$ cat src/rtl/leg_vector_servo_drive.sv
// Leg-vector consumer: squares and sums x/y/z over three cycles with one multiplier,
// maps the squared length to a servo pulse width and drives a fixed-period PWM.
// Optional build macro SERVO_SLEW_LIMIT_EN limits the per-period change of pw_active.
module leg_vector_servo_drive #(
    parameter int unsigned     PERIOD_CYC  = 2000000,
    parameter int unsigned     PW_MIN      = 100000,
    parameter int unsigned     PW_MAX      = 200000,
    parameter longint unsigned LSQ_MIN     = 0,
    parameter int unsigned     SCALE_SHIFT = 8,
    parameter int unsigned     SLEW_STEP   = 1000
) (
    input  logic        clock,
    input  logic        reset_n,
    input  logic [50:0] leg_vector,
    input  logic        vec_valid,
    output logic        vec_ready,
    output logic [35:0] len_sq,
    output logic        calc_done,
    output logic [20:0] pw_pending,
    output logic [20:0] pw_active,
    output logic        pwm_out
);

    localparam int unsigned   CW       = (PERIOD_CYC > 1) ? $clog2(PERIOD_CYC) : 1;
    localparam logic [CW-1:0] CNT_LAST = CW'(PERIOD_CYC - 1);
    localparam logic [20:0]   PW_RST   = 21'((PW_MIN + PW_MAX) / 2);

    typedef enum logic [2:0] {IDLE, SQ_X, SQ_Y, SQ_Z, MAP} state_e;

    state_e             state_q, state_d;
    logic signed [16:0] x_q, x_d, y_q, y_d, z_q, z_d;
    logic [35:0]        acc_q, acc_d;
    logic [35:0]        len_sq_q, len_sq_d;
    logic [20:0]        pw_pending_q, pw_pending_d;
    logic [20:0]        pw_active_q, pw_active_d;
    logic               calc_done_q, calc_done_d;
    logic [CW-1:0]      cnt_q, cnt_d;
    logic               pwm_q, pwm_d;
    logic               wrap;

    logic signed [16:0] op;
    logic signed [33:0] sq;
    logic [36:0]        diff, t;
    logic [20:0]        pw_map;

    // One shared squarer; the FSM state selects which component feeds it.
    always_comb begin
        op = x_q;
        case (state_q)
            SQ_Y:    op = y_q;
            SQ_Z:    op = z_q;
            default: op = x_q;
        endcase
        sq = op * op;
    end

    // Linear map at 37 bits so the shifted length plus PW_MIN cannot wrap before clamping.
    always_comb begin
        diff = 37'(acc_q) - 37'(LSQ_MIN);
        t    = 37'(PW_MIN) + (diff >> SCALE_SHIFT);
        if (acc_q <= 36'(LSQ_MIN)) begin
            pw_map = 21'(PW_MIN);
        end else if (t > 37'(PW_MAX)) begin
            pw_map = 21'(PW_MAX);
        end else begin
            pw_map = t[20:0];
        end
    end

    always_comb begin
        state_d      = state_q;
        x_d          = x_q;
        y_d          = y_q;
        z_d          = z_q;
        acc_d        = acc_q;
        len_sq_d     = len_sq_q;
        pw_pending_d = pw_pending_q;
        calc_done_d  = 1'b0;
        case (state_q)
            IDLE: begin
                if (vec_valid) begin
                    x_d     = leg_vector[16:0];
                    y_d     = leg_vector[33:17];
                    z_d     = leg_vector[50:34];
                    acc_d   = '0;
                    state_d = SQ_X;
                end
            end
            SQ_X: begin
                acc_d   = acc_q + {2'b00, sq};
                state_d = SQ_Y;
            end
            SQ_Y: begin
                acc_d   = acc_q + {2'b00, sq};
                state_d = SQ_Z;
            end
            SQ_Z: begin
                acc_d   = acc_q + {2'b00, sq};
                state_d = MAP;
            end
            MAP: begin
                len_sq_d     = acc_q;
                pw_pending_d = pw_map;
                calc_done_d  = 1'b1;
                state_d      = IDLE;
            end
            default: state_d = IDLE;
        endcase
    end

    always_comb begin
        wrap        = (cnt_q == CNT_LAST);
        cnt_d       = wrap ? '0 : cnt_q + 1'b1;
        pwm_d       = (32'(cnt_q) < 32'(pw_active_q));
        pw_active_d = pw_active_q;
        if (wrap) begin
`ifdef SERVO_SLEW_LIMIT_EN
            if (pw_pending_q >= pw_active_q) begin
                pw_active_d = (pw_pending_q - pw_active_q <= 21'(SLEW_STEP)) ?
                              pw_pending_q : pw_active_q + 21'(SLEW_STEP);
            end else begin
                pw_active_d = (pw_active_q - pw_pending_q <= 21'(SLEW_STEP)) ?
                              pw_pending_q : pw_active_q - 21'(SLEW_STEP);
            end
`else
            pw_active_d = pw_pending_q;
`endif
        end
    end

`ifndef SERVO_SLEW_LIMIT_EN
    // Without slew limiting the step size has no effect.
    logic unused_slew;
    assign unused_slew = ^SLEW_STEP;
`endif

    always_ff @(posedge clock or negedge reset_n) begin
        if (!reset_n) begin
            state_q      <= IDLE;
            x_q          <= '0;
            y_q          <= '0;
            z_q          <= '0;
            acc_q        <= '0;
            len_sq_q     <= '0;
            pw_pending_q <= PW_RST;
            pw_active_q  <= PW_RST;
            calc_done_q  <= 1'b0;
            cnt_q        <= '0;
            pwm_q        <= 1'b0;
        end else begin
            state_q      <= state_d;
            x_q          <= x_d;
            y_q          <= y_d;
            z_q          <= z_d;
            acc_q        <= acc_d;
            len_sq_q     <= len_sq_d;
            pw_pending_q <= pw_pending_d;
            pw_active_q  <= pw_active_d;
            calc_done_q  <= calc_done_d;
            cnt_q        <= cnt_d;
            pwm_q        <= pwm_d;
        end
    end

    assign vec_ready  = (state_q == IDLE);
    assign len_sq     = len_sq_q;
    assign calc_done  = calc_done_q;
    assign pw_pending = pw_pending_q;
    assign pw_active  = pw_active_q;
    assign pwm_out    = pwm_q;

endmodule

$ cat config.mk
export PLATFORM = sky130hd
export DESIGN_NAME = leg_vector_servo_drive
export DESIGN_NICKNAME = d
export VERILOG_FILES = /design/src/rtl/leg_vector_servo_drive.sv
export SDC_FILE = /design/constraint.sdc
export NUM_CORES = 1
export LEC_CHECK = 0
export ABC_AREA = 0
export BUFFER_PORTS_ARGS = -buffer_cell sky130_fd_sc_hd__buf_2
export CAP_MARGIN = 20
export CORE_AREA = 8 8 224 247
export CTS_CLUSTER_DIAMETER = 60
export DETAILED_ROUTE_END_ITERATION = 8
export DIE_AREA = 0 0 232 255
export SLEW_MARGIN = 10
export SYNTH_ARGS = -nofsm -noshare
export SYNTH_HDL_FRONTEND = slang
export SYNTH_SLANG_ARGS = --single-unit
$ cat constraint.sdc
create_clock -name clock -period 9.3 [get_ports clock]
set_clock_uncertainty 0.1 [all_clocks]
set_input_delay 0.93 -clock clock [delete_from_list [all_inputs] [get_ports clock]]
set_output_delay 0.93 -clock clock [all_outputs]
set_load 0.05 [all_outputs]
==> results of run 1 <==
[area by class of cell]
class                   instances  area (sq um)
fillers                      4937         28400
inverters                     401          1510
multi-input cells            1500         13700
clock buffers                  17           425
clock inverters                15           181
repair buffers                188          1120
flip-flops and latches        191          4800
well taps                     667           835
[routing by layer]
metal	vias up	track usage	part of all wire
met4	0	0.0497	0.025
met2	317	0.328	0.52
met1	7571	0.219	0.42
li1	7216	-	-
met5	-	0	0
met3	63	0.0286	0.041
[cells in the final DEF (no fill, tap or decap), types with 6 or more instances in the layout]
cell         n
a211oi_1    17
a21o_1      35
a21oi_1     59
a31oi_1     16
and2_1       8
and3_1      14
buf_2      133
buf_4       51
clkbuf_16   17
clkinv_1     6
dfrtp_1    175
dfstp_2     16
fa_1       266
ha_1       148
inv_1      393
inv_8        6
mux2_2      52
mux2i_1     21
nand2_1    288
nand2b_1    16
nand3_1     58
nand4_1      8
nor2_1     132
nor2_2       6
nor3_1      16
nor3b_1      7
nor4_1       9
o21a_1      22
o21ai_0     72
o21ai_1      6
o21bai_1    10
o31ai_1     15
xnor2_1     58
xor2_1      35
[state kept, by name (all words and copies together), names as in the netlist]
name	cells
y_q	17
z_q	17
calc_done	1
x_q	17
state_q	3
len_sq	36
acc_q	36
pwm_out	1
pw_pending	21
pw_active	21
cnt_q	21
[repair_timing]
action | 4_1_cts | 5_1_grt
gates cloned | 0 | 0
pin swaps | 0 | 4
endpoints found under the setup margin | 1 | 8
resized for setup | 2 | 19
buffers inserted | 0 | 5
[critical path, delay by kind of cell, from the launching register on]
family / cells / cell delay, ps
buf+inv: 8 / 1010
compound gates: 12 / 2120
simple gates: 5 / 660
flops: 1 / 380
xor+xnor: 1 / 230
fa+ha+maj: 8 / 4150
[logic make-up after synthesis]
logic type / synth area share
and+or+nand+nor: 0.132
buffers and inverters: 0.0885
adders and majority gates: 0.356
AOI/OAI and AO/OA: 0.106
DFF: 0.237
xor gates and xnor gates: 0.0403
muxes: 0.0405
[through the flow]
| stage | setup slack [ps] | instance area [sq um] | hold WS [ps] | instances | TNS (ps) |
|---|---|---|---|---|---|
| 3_5_place_dp | -48.5 | 21900 | 361 | 2942 | -48.5 |
| 5_1_grt | 9.24 | 22600 | 399 | 2979 | 0 |
| 2_1_floorplan | 128 | 20200 | 363 | 2165 | 0 |
| 6_report | 486 | 22600 | 373 | 2979 | 0 |
| 3_3_place_gp | -35.4 | 21900 | 358 | 2941 | -35.4 |
| 4_1_cts | 63.3 | 22500 | 380 | 2974 | 0 |
[worst paths after layout]
check,startpoint,to,slack [ps],cells past startpoint
max,state_q[2],acc_q[33],490,34
min,len_sq[25],len_sq[25],370,2
max reg2reg,state_q[2],acc_q[33],490,34
min reg2reg,len_sq[25],len_sq[25],370,2
max in group asynchronous,reset_n,z_q[12],6840,3
min in group asynchronous,reset_n,cnt_q[3],420,1
==> flow_summary.yaml, run 1 <==
global_routing:
  grtUsageTotal: 0.180
  grt_overflow: 0
  grt_pass1_vias: 16100
  antenna_found_initial: 0
  grt_pass1_wl_um: 85100
  grt_max_degree: 93
clock_network:
  cts_htree_levels: 4
  cts_root_buffer: "clkbuf_16"
  clock_latency_ps: 470
  numCtsBuffers: 17
  cts_hold_buffers: 0
  tritoncts: "done"
  clkSinkCount: 191
  clock_path_buffers: 2
  path_clk_slew_ps: 80
placement:
  place_hpwl_um: 43800
  io_buffers: 134
  place.gp.congestion: 0.966
worst_setup_path:
  crit_path_max_fanout: 21
  slowest_delay_ps: 640
  cp_data_required_time_ps: 9540
  critPathKind: "reg2reg"
  cp-end-kind: "flop"
  crit_slowest_cell: "fa_1"
  arrival_ps: 9060
  start_kind: "flop"
  crit_top_cell: "fa_1"
route:
  dr.pass1.iters: 5
  vias_per_cell: 5.09
  wl_per_cell_um: 17.6
  routed_wl_um: 52400
  vias: 15200
  ant_nets: 0
  drcViolationCount: 0
  drtIter0Drc: 813
layout:
  area_delta_synth_final_pct: 11.7
  post-route-util: 0.443
  drive_gt1_frac: 0.141
  diodes: 0
  nNetsFinal: 2768
min_path:
  hp-class: "reg2reg"
synth:
  async_reset_ff_frac: 1.00
  syn_nets: 2634
  synth_area_sq_um: 20200
  synth_cells: 2165
  ys_seq_area_frac: 0.237
  synth_seq_cells: 191
  synth_top_area_cell: "fa_1"
  ys_types: 83
  synth_area_leaders: "fa_1 (26%), dfrtp_1 (22%), ha_1 (9.2%)"
  ys_top_cells_by_count: "inv_1 (394), nand2_1 (290), fa_1 (266)"
  avgSynthCellArea_sq_um: 9.34
  ys.flop_type: "dfrtp_1"
  yosysMostFrequentCell: "inv_1"
  synth_enable_flop_cells: 0
  ys_warn_count: 0
  synth_top_area_frac: 0.263
floorplan:
  rows: 87
  die_area_sq_um: 59200
  pin_count: 135
  start_util: 0.397
  fp.dieW_um: 232
  core-area_sq_um: 50900
  fp.dieH_um: 255
sta:
  finalSetupViolCount: 0
  fin_crit_ps: 8810
  min_period_over_period: 0.948
  hold_violations: 0
  clock.fmax_mhz: 113
  rsz0062_at_grt: "false"
  maxSlewViolCount: 0
  relSlewSlack: 0.292
  worst_slew_pin_slew_ps: 1060
flow_run:
  cap_violations: 0
status:
  outcome: "complete, no violations"
Power of run 1 is left out: the tool's default activity adds up to more than one toggle a clock period on the data nets, which glitch-free logic cannot reach.
==> run 2, diff against run 1 <==
--- a/config.mk
+++ b/config.mk
@@ -8,10 +8,10 @@
 export ABC_AREA = 0
 export BUFFER_PORTS_ARGS = -buffer_cell sky130_fd_sc_hd__buf_2
 export CAP_MARGIN = 20
-export CORE_AREA = 8 8 224 247
+export CORE_AREA = 8 8 234 236
 export CTS_CLUSTER_DIAMETER = 60
 export DETAILED_ROUTE_END_ITERATION = 8
-export DIE_AREA = 0 0 232 255
+export DIE_AREA = 0 0 242 244
 export SLEW_MARGIN = 10
 export SYNTH_ARGS = -nofsm -noshare
 export SYNTH_HDL_FRONTEND = slang
==> run 2 against run 1 <==
Against the previous run:
- flip-flop and latch count unchanged
- wire length increased by 0.11%
- maximum frequency increased by 0.19%
- final area increased by 0.31%
- worst hold slack got worse by 3.7 ps
- global-route usage increased by 0.055 points
==> flow_summary.yaml, run 2 (synthesis gave the netlist of run 1 again) <==
status:
  outcome: "complete, no violations"
worst_setup_path:
  critPathKind: "reg2reg"
  cp_data_required_time_ps: 9610
  slowest_delay_ps: 550
  crit_path_max_fanout: 10
  start_kind: "flop"
  cp-end-kind: "flop"
  arrival_ps: 9100
  crit_top_cell: "fa_1"
  crit_slowest_cell: "fa_1"
global_routing:
  antenna_found_initial: 0
  grt_overflow: 0
  grt_max_degree: 89
  grtUsageTotal: 0.181
  grt_pass1_wl_um: 86400
  grt_pass1_vias: 15800
sta:
  worst_slew_pin_slew_ps: 882
  finalSetupTns_ps: 0
  hold_violations: 0
  min_period_over_period: 0.946
  finalSetupViolCount: 0
  fin_crit_ps: 8800
  relSlewSlack: 0.412
  maxSlewViolCount: 0
  clock.fmax_mhz: 114
  fin_ws_ps: 503
layout:
  n_fill_cell: 4967
  drive_gt1_frac: 0.148
  area_delta_synth_final_pct: 12.1
  layout_common_cells: "inv_1 (388), nand2_1 (286), fa_1 (266), dfrtp_1 (174), ha_1 (148)"
  layout.cells.most_common: "inv_1"
  post-route-util: 0.445
  diodes: 0
  nNetsFinal: 2773
floorplan:
  core-area_sq_um: 50900
  start_util: 0.397
  die_area_sq_um: 59000
  fp.dieH_um: 244
  pin_count: 135
  fp.dieW_um: 242
  rows: 83
route:
  drtIter0Drc: 937
  dr.pass1.iters: 5
  wl_per_cell_um: 17.5
  ant_nets: 0
  vias: 15100
  drcViolationCount: 0
  routed_wl_um: 52400
  vias_per_cell: 5.03
clock_network:
  clock_path_buffers: 2
  tritoncts: "done"
  cts_root_buffer: "clkbuf_16"
  path_clk_slew_ps: 90
  cts_htree_levels: 4
  clkSinkCount: 191
  clock_latency_ps: 500
  cts_hold_buffers: 0
  numCtsBuffers: 17
placement:
  dp_slack_ps: -16.5
  place.gp.congestion: 0.921
  io_buffers: 134
  place_hpwl_um: 43400
flow_run:
  cap_violations: 0
min_path:
  hp-class: "in2async"
-- run 2: cell types whose count changed in the layout (fill, tap and decap cells not counted), moves of 3 or more --
cell | previous run | this run
buf_4 | 51 | 54
inv_1 | 393 | 388
inv_2 | 0 | 7
inv_8 | 6 | 3
o21ai_0 | 72 | 68
o21ai_1 | 6 | 9
-- run 2: repair_timing --
action	4_1_cts	5_1_grt
resized for setup	3	33
setup buffers	0	4
pin swaps	0	3
gates cloned	0	0
endpoints found under the setup margin	2	9
-- run 2: stage by stage --
stage	cell area, sq um	instances	hold slack [ps]
global placement	21900	2959	357
floorplan	20200	2165	363
finish	22700	2997	369
detailed placement	21900	2960	361
global route	22700	2997	399
CTS	22500	2992	365
-- run 2: metal layers --
layer | part of all wire | GRT usage
met3 | 0.036 | 0.0281
met1 | 0.45 | 0.239
met5 | 0 | 0
met4 | 0.014 | 0.0422
met2 | 0.50 | 0.310
-- run 2: layout make-up --
cell class	count	area [sq um]	area share
clock buffers	17	425	0.0188
multi-input cells	1500	13700	0.605
inverters	401	1510	0.0668
well taps	680	851	0.0375
repair buffers	193	1170	0.0515
clock inverters	15	203	0.00894
flip-flops and latches	191	4800	0.212
-- run 2: critical path: cells and delay by family (launching register included) --
kind | cells | cell delay, ps
adder cells (fa/ha/maj) | 8 | 3660
AO/OA/AOI/OAI | 12 | 2580
buffers and inverters | 7 | 830
AND/OR/NAND/NOR | 5 | 650
flip-flops | 1 | 470
multiplexers | 2 | 390
-- run 2: worst paths after layout --
check / from / endpoint / slack (ps) / cells after the start
setup / recovery: state_q[0] / acc_q[35] / 500 / 34
hold / removal: reset_n / pw_pending[2] / 370 / 1
setup reg to reg: state_q[0] / acc_q[35] / 500 / 34
hold reg to reg: len_sq[25] / len_sq[25] / 370 / 2
max in group asynchronous: reset_n / state_q[0] / 7280 / 2
min in group clock: len_sq[25] / len_sq[25] / 370 / 2
Power of run 2 is left out for the same reason.
